===== src/rtl/mult_hilo_unit.sv =====
// mult_hilo_unit: iterative signed multiplier with architectural HI/LO.
// The unit forms the product of the operand magnitudes with a shift-add
// datapath, one partial-product step per clock, and then fixes the sign.
// The result lands in HI/LO. A stall request holds the control FSM while
// a product is pending.

module mult_hilo_unit #(
  parameter int WIDTH = 32
) (
  input  logic             clk,
  input  logic             reset,
  input  logic             start,
  input  logic             mflo_req,
  input  logic [WIDTH-1:0] srcA,
  input  logic [WIDTH-1:0] srcB,
  output logic [WIDTH-1:0] lo_out,
  output logic [WIDTH-1:0] hi_out,
  output logic [WIDTH-1:0] mflo_data,
  output logic             busy,
  output logic             done,
  output logic             stall
);

  // The step counter needs enough bits to reach WIDTH-1.
  localparam int CW = (WIDTH > 1) ? $clog2(WIDTH) : 1;
  localparam logic [CW-1:0] LAST_STEP = CW'(WIDTH - 1);

  // Controller states.
  localparam logic [1:0] S_IDLE = 2'd0;
  localparam logic [1:0] S_CALC = 2'd1;
  localparam logic [1:0] S_SIGN = 2'd2;
  localparam logic [1:0] S_DONE = 2'd3;

  logic [1:0]         state;
  logic [1:0]         state_next;
  logic [WIDTH-1:0]   mcand;
  logic [WIDTH-1:0]   mplier;
  logic               neg;
  logic [CW-1:0]      counter;
  logic [2*WIDTH-1:0] acc;
  logic [WIDTH-1:0]   hi_reg;
  logic [WIDTH-1:0]   lo_reg;
  logic               done_reg;

  logic [WIDTH-1:0]   abs_a;
  logic [WIDTH-1:0]   abs_b;
  logic [WIDTH:0]     addend;
  logic [WIDTH:0]     upper_sum;
  logic [2*WIDTH-1:0] acc_step;
  logic [2*WIDTH-1:0] acc_neg;
  logic               accept;

  // A start is honoured only from IDLE. While busy, the controller ignores
  // start, and the operands are not resampled.
  assign accept = (state == S_IDLE) && start;

  // Operand magnitudes. The most negative value maps onto itself. It is
  // read back as an unsigned number, which is exactly its magnitude.
  always_comb begin
    abs_a = srcA;
    abs_b = srcB;
    if (srcA[WIDTH-1]) abs_a = ~srcA + WIDTH'(1);
    if (srcB[WIDTH-1]) abs_b = ~srcB + WIDTH'(1);
  end

  // One shift-add step. The multiplicand is conditionally added to the
  // upper half of the accumulator, with one extra bit for the carry. The
  // {carry, acc} value is then shifted right by one.
  always_comb begin
    addend    = mplier[0] ? {1'b0, mcand} : '0;
    upper_sum = {1'b0, acc[2*WIDTH-1:WIDTH]} + addend;
    acc_step  = {upper_sum, acc[WIDTH-1:1]};
    acc_neg   = ~acc + (2*WIDTH)'(1);
  end

  // Next-state logic for the controller.
  always_comb begin
    state_next = state;
    case (state)
      S_IDLE: if (start) state_next = S_CALC;
      S_CALC: if (counter == LAST_STEP) state_next = S_SIGN;
      S_SIGN: state_next = S_DONE;
      S_DONE: state_next = S_IDLE;
      default: state_next = S_IDLE;
    endcase
  end

  // State register. A reset mid-operation drops back to IDLE.
  always_ff @(posedge clk or negedge reset) begin
    if (!reset) state <= S_IDLE;
    else        state <= state_next;
  end

  // Operand registers: load the magnitudes and the result sign on start.
  // The multiplier then shifts one bit per step.
  always_ff @(posedge clk or negedge reset) begin
    if (!reset) begin
      mcand  <= '0;
      mplier <= '0;
      neg    <= 1'b0;
    end else if (accept) begin
      mcand  <= abs_a;
      mplier <= abs_b;
      neg    <= srcA[WIDTH-1] ^ srcB[WIDTH-1];
    end else if (state == S_CALC) begin
      mplier <= mplier >> 1;
    end
  end

  // Step counter. It restarts on start and advances once per step.
  always_ff @(posedge clk or negedge reset) begin
    if (!reset)                counter <= '0;
    else if (accept)           counter <= '0;
    else if (state == S_CALC)  counter <= counter + CW'(1);
  end

  // Accumulator. It is cleared on start and advanced in CALC. In SIGN it
  // is negated as a whole 2*WIDTH value when the operand signs differ.
  always_ff @(posedge clk or negedge reset) begin
    if (!reset)                     acc <= '0;
    else if (accept)                acc <= '0;
    else if (state == S_CALC)       acc <= acc_step;
    else if (state == S_SIGN && neg) acc <= acc_neg;
  end

  // HI/LO change only when a finished product is committed, or on reset.
  always_ff @(posedge clk or negedge reset) begin
    if (!reset) begin
      hi_reg <= '0;
      lo_reg <= '0;
    end else if (state == S_DONE) begin
      hi_reg <= acc[2*WIDTH-1:WIDTH];
      lo_reg <= acc[WIDTH-1:0];
    end
  end

  // Done pulse: high for the single cycle after HI/LO are loaded.
  always_ff @(posedge clk or negedge reset) begin
    if (!reset) done_reg <= 1'b0;
    else        done_reg <= (state == S_DONE);
  end

  // The done cycle is already back in IDLE, so busy is low there. In that
  // cycle a held mflo is released, and it sees the new LO.
  assign busy      = (state != S_IDLE);
  assign stall     = busy && (mflo_req || start);
  assign hi_out    = hi_reg;
  assign lo_out    = lo_reg;
  assign mflo_data = lo_reg;
  assign done      = done_reg;

endmodule


===== config.mk =====
export PLATFORM = sky130hd
export DESIGN_NAME = mult_hilo_unit
export DESIGN_NICKNAME = d
export VERILOG_FILES = /design/src/rtl/mult_hilo_unit.sv
export SDC_FILE = /design/constraint.sdc
export NUM_CORES = 1
export LEC_CHECK = 0
export CAP_MARGIN = 10
export CORE_UTILIZATION = 45
export DETAILED_ROUTE_END_ITERATION = 8
export PLACE_DENSITY_LB_ADDON = 0.12
export SYNTH_ARGS = -nofsm -noshare
export SYNTH_HDL_FRONTEND = slang
export SYNTH_SLANG_ARGS = --single-unit

===== constraint.sdc =====
create_clock -name clk -period 4.5 [get_ports clk]
set_input_delay 0.675 -clock clk [delete_from_list [all_inputs] [get_ports clk]]
set_output_delay 0.675 -clock clk [all_outputs]
set_load 0.1 [all_outputs]

==> tab_implementation.tex <==
\begin{tabular}{lr}
\hline
Metric & Value \\
\hline
\multicolumn{2}{l}{\textbf{Cells and area}} \\
\quad Antenna Diode Count & 0 \\
\quad Final Core Density & 55.47\% \\
\quad Number of flip-flops in the largest register & 64 \\
\quad Largest Register & acc \\
\quad Post-synthesis to final-layout area growth & 20.70\% \\
\quad Final net count & 1559 \\
\quad Layout fillers & 2477 \\
\quad Layout cells sized above 1 & 9.345\% \\
\multicolumn{2}{l}{\textbf{Synthesis}} \\
\quad Leading post-synthesis cells by cell area & sky130\_fd\_sc\_hd\_\_dfrtp\_1 (41\%), sky130\_fd\_sc\_hd\_\_mux2\_2 (5.9\%), sky130\_fd\_sc\_hd\_\_xnor2\_1 (5.3\%) \\
\quad Post-synth EDFFs & 0 \\
\quad Share of the synthesized area in the top cell type & 40.61\% \\
\quad Number of warnings issued by yosys & 0 \\
\quad Number of synthesized register bits & 201 \\
\quad Most used DFF post-synth & sky130\_fd\_sc\_hd\_\_dfrtp\_1 \\
\quad Post-synthesis cell type with the largest combined area & sky130\_fd\_sc\_hd\_\_dfrtp\_1 \\
\quad Fraction of registers with async set/reset & 100.0\% \\
\quad Number of different library cells in the post-synthesis netlist & 56 \\
\quad Post-synthesis average cell area & 9.236 um2 \\
\quad Synthesized net count & 1452 \\
\quad Sequential cell area fraction in the yosys report & 40.61\% \\
\quad Number of standard cells after synthesis & 1341 \\
\quad Area of the mapped netlist & 12390 um2 \\
\multicolumn{2}{l}{\textbf{Worst setup path}} \\
\quad Endpoint class of the critical path & flip-flop \\
\quad Cell chain of the critical path & or4\_4, or4\_4, or4\_1, or4\_1, o41ai\_4, xor2\_1, a21oi\_1, o31a\_1, a41o\_1 \\
\quad R2r startpoint & acc[12] \\
\quad CP Capture Point & acc[63] \\
\quad Cell with the largest stage delay on the worst path & sky130\_fd\_sc\_hd\_\_or4\_1 \\
\quad Setup slack, reg-to-reg & 0.76 ns \\
\quad Setup crit start & acc[12] \\
\quad Data required time at the worst endpoint & 4.90 ns \\
\quad Critical setup path kind & reg2reg \\
\quad Max stage delay on crit path & 0.66 ns \\
\quad Arrival @ worst endpoint & 4.14 ns \\
\quad Endpoint of the most critical register-to-register path & acc[63] \\
\quad Largest fanout on the critical path & 7 \\
\quad Kind of start point of the critical path & flip-flop \\
\quad Worst Reg-to-Reg Cells & 9 \\
\multicolumn{2}{l}{\textbf{Floorplanning}} \\
\quad Die Width & 167.9 um \\
\quad Number of standard-cell rows in the floorplan & 60 \\
\quad Standard cell core area & 26950 um2 \\
\quad Die Footprint & 28190 um2 \\
\quad Initial core utilization & 45.96\% \\
\quad Height of the die & 167.9 um \\
\quad IO Pins & 167 \\
\multicolumn{2}{l}{\textbf{GRT}} \\
\quad Via count of the first global-routing pass & 9365 \\
\quad Remaining global-route overflow & 0 \\
\quad First-pass GRT wire length & 48760 um \\
\quad Number of antenna violations at the first check in global routing & 0 \\
\quad Global Route Usage Sum & 20.88\% \\
\quad Maximum number of pins on one net before global-route repair & 112 \\
\multicolumn{2}{l}{\textbf{Clocking}} \\
\quad Number of post-CTS setup repair buffers & 0 \\
\quad Total of cells resized after clock tree synthesis & 0 \\
\quad Clock transition at the registers of the reported paths & 0.06 ns \\
\quad Number of clock sinks & 201 \\
\quad Maximum count of clock buffers along a single path & 3 \\
\quad TritonCTS clock tree & yes \\
\quad Clock latency on the worst-skew pair & 0.51 ns \\
\quad H-tree level count & 1 \\
\quad Number of buffers created by CTS & 24 \\
\quad CTS root buf & sky130\_fd\_sc\_hd\_\_clkbuf\_16 \\
\quad Cts-stage hold buffer count & 0 \\
\multicolumn{2}{l}{\textbf{Drt}} \\
\quad 1st-pass router iterations & 6 \\
\quad Count of nets left with antenna violations after detail routing & 0 \\
\quad Avg Vias per Cell & 5.453 \\
\quad Number of vias in the routed layout & 9853 \\
\quad DRC errors left & 0 \\
\quad Post-DR wirelength/cell & 16.16 um \\
\quad Initial DRC Count & 618 \\
\quad Total Routed Length & 29210 um \\
\multicolumn{2}{l}{\textbf{STA}} \\
\quad Clock period minus final worst setup slack & 3.737 ns \\
\quad Worst hold slack & 0.2612 ns \\
\quad Maximum frequency from static timing analysis & 0.2676 GHz \\
\quad Final setup fails & 0 \\
\quad Transition at the pin with the smallest max-transition slack & 1.037 ns \\
\quad Final worst-path cycle share & 83.04\% \\
\quad Slew Viols, Final & 0 \\
\quad Minimum setup slack in the final design & 0.7633 ns \\
\quad Accumulated negative setup slack & 0 ns \\
\quad Worst slew margin relative to its limit & 30.68\% \\
\quad Setup repair after global routing missed its margin & false \\
\quad Endpoints failing hold & 0 \\
\quad Skew final & 0.008315 ns \\
\multicolumn{2}{l}{\textbf{Place}} \\
\quad Buffers on Ports & 166 \\
\quad Weighted congestion reported at the end of routability-driven placement & 0.8385 \\
\quad Post-detail-place hpwl & 20720 um \\
\quad Post-Place Worst Slack & 0.7733 ns \\
\multicolumn{2}{l}{\textbf{Hold path}} \\
\quad Worst min-delay path class & in2async \\
\multicolumn{2}{l}{\textbf{Run status}} \\
\quad Status & completed \\
\multicolumn{2}{l}{\textbf{Job}} \\
\quad Count of maximum capacitance violations & 0 \\
\hline
\end{tabular}
## metrics by stage
stage,cell area [um2],instances
after detailed placement,14100,1762
after global routing,14950,1807
after CTS,14920,1806
final,14950,1807
after floorplan,12390,1341
after global placement,14100,1762
## placed cells by master (no fill, tap or decap), types with 4 or more instances in the layout
| cell type | Yosys | final |
|---|---|---|
| sky130_fd_sc_hd__dfrtp_1 | 201 | 201 |
| sky130_fd_sc_hd__clkdlybuf4s50_1 | 0 | 165 |
| sky130_fd_sc_hd__nand2_1 | 132 | 131 |
| sky130_fd_sc_hd__o21ai_0 | 110 | 110 |
| sky130_fd_sc_hd__nor2_1 | 108 | 108 |
| sky130_fd_sc_hd__a21oi_1 | 103 | 103 |
| sky130_fd_sc_hd__xnor2_1 | 75 | 75 |
| sky130_fd_sc_hd__xor2_1 | 69 | 69 |
| sky130_fd_sc_hd__mux2_2 | 65 | 65 |
| sky130_fd_sc_hd__ha_1 | 42 | 40 |
| sky130_fd_sc_hd__and2_1 | 36 | 35 |
| sky130_fd_sc_hd__mux2i_1 | 32 | 32 |
| sky130_fd_sc_hd__o31ai_1 | 28 | 28 |
| sky130_fd_sc_hd__inv_1 | 24 | 24 |
| sky130_fd_sc_hd__clkbuf_16 | 0 | 24 |
| sky130_fd_sc_hd__nor3_1 | 23 | 23 |
| sky130_fd_sc_hd__a211oi_1 | 23 | 23 |
| sky130_fd_sc_hd__or3_1 | 20 | 20 |
| sky130_fd_sc_hd__a21o_1 | 16 | 16 |
| sky130_fd_sc_hd__or4_1 | 15 | 15 |
| sky130_fd_sc_hd__nand3_1 | 15 | 15 |
| sky130_fd_sc_hd__o41ai_1 | 15 | 15 |
| sky130_fd_sc_hd__buf_4 | 32 | 14 |
| sky130_fd_sc_hd__nor2b_1 | 10 | 10 |
| sky130_fd_sc_hd__nor4_1 | 9 | 9 |
| sky130_fd_sc_hd__and3_1 | 6 | 6 |
| sky130_fd_sc_hd__a31oi_1 | 6 | 6 |
| sky130_fd_sc_hd__o22ai_1 | 6 | 6 |
| sky130_fd_sc_hd__nand4_1 | 5 | 5 |
| sky130_fd_sc_hd__nand2b_1 | 5 | 5 |
| sky130_fd_sc_hd__clkinv_2 | 0 | 5 |
| sky130_fd_sc_hd__clkbuf_8 | 0 | 5 |
| sky130_fd_sc_hd__or2_2 | 4 | 4 |
| sky130_fd_sc_hd__a21boi_0 | 4 | 4 |
## worst max-delay path: cells and delay by family, from the launching register on
| family | cells | cell delay [ns] |
|---|---|---|
| flip-flops | 1 | 0.44 |
| AO/OA/AOI/OAI | 4 | 0.69 |
| XOR/XNOR | 1 | 0.17 |
| AND/OR/NAND/NOR | 4 | 2.30 |
## kinds of logic after synthesis
group	count (synthesis)	share of synthesized area [%]
fa+ha+maj	43	4.404
buf+inv	124	4.758
xor+xnor	144	10.18
simple gates	397	15.19
flops	201	40.61
mux	97	8.496
compound gates	335	16.36
## how the worst min path moves through the flow
stage	from	to	slack, ns	cells past startpoint
floorplan	reset	acc[0]	0.38	0
global placement	mcand[17]	mcand[17]	0.45	2
detailed placement	mcand[24]	mcand[24]	0.47	2
CTS	reset	mplier[0]	0.31	1
global route	reset	mplier[0]	0.34	1
finish	reset	mplier[0]	0.26	1
## cells in the mapped netlist (36+ instances only)
library cell,number
sky130_fd_sc_hd__nand2_1,132
sky130_fd_sc_hd__xor2_1,69
sky130_fd_sc_hd__o21ai_0,110
sky130_fd_sc_hd__xnor2_1,75
sky130_fd_sc_hd__nor2_1,108
sky130_fd_sc_hd__clkbuf_1,59
sky130_fd_sc_hd__ha_1,42
sky130_fd_sc_hd__a21oi_1,103
sky130_fd_sc_hd__and2_1,36
sky130_fd_sc_hd__dfrtp_1,201
sky130_fd_sc_hd__mux2_2,65
## area by class of cell
| class | count | area (um2) | share of cell area, % |
|---|---|---|---|
| multi-input cells | 1016 | 6787 | 45.40 |
| flip-flops and latches | 201 | 5030 | 33.65 |
| repair buffers | 181 | 1798 | 12.03 |
| clock buffers | 29 | 659.4 | 4.411 |
| well taps | 341 | 426.7 | 2.854 |
| clock inverters | 15 | 158.9 | 1.063 |
| inverters | 24 | 90.09 | 0.6026 |
## per-layer routing
metal  GRT usage, %  part of all wire (%)  up-vias
met5              0                     0        -
met4          5.026                   2.0        0
met3          2.445                   5.0       38
met2          31.90                    42      232
met1          31.40                    51     4644
li1               -                     -     4939
Power is left out: the tool's default activity adds up to more than one toggle a clock period on the data nets, which glitch-free logic cannot reach.
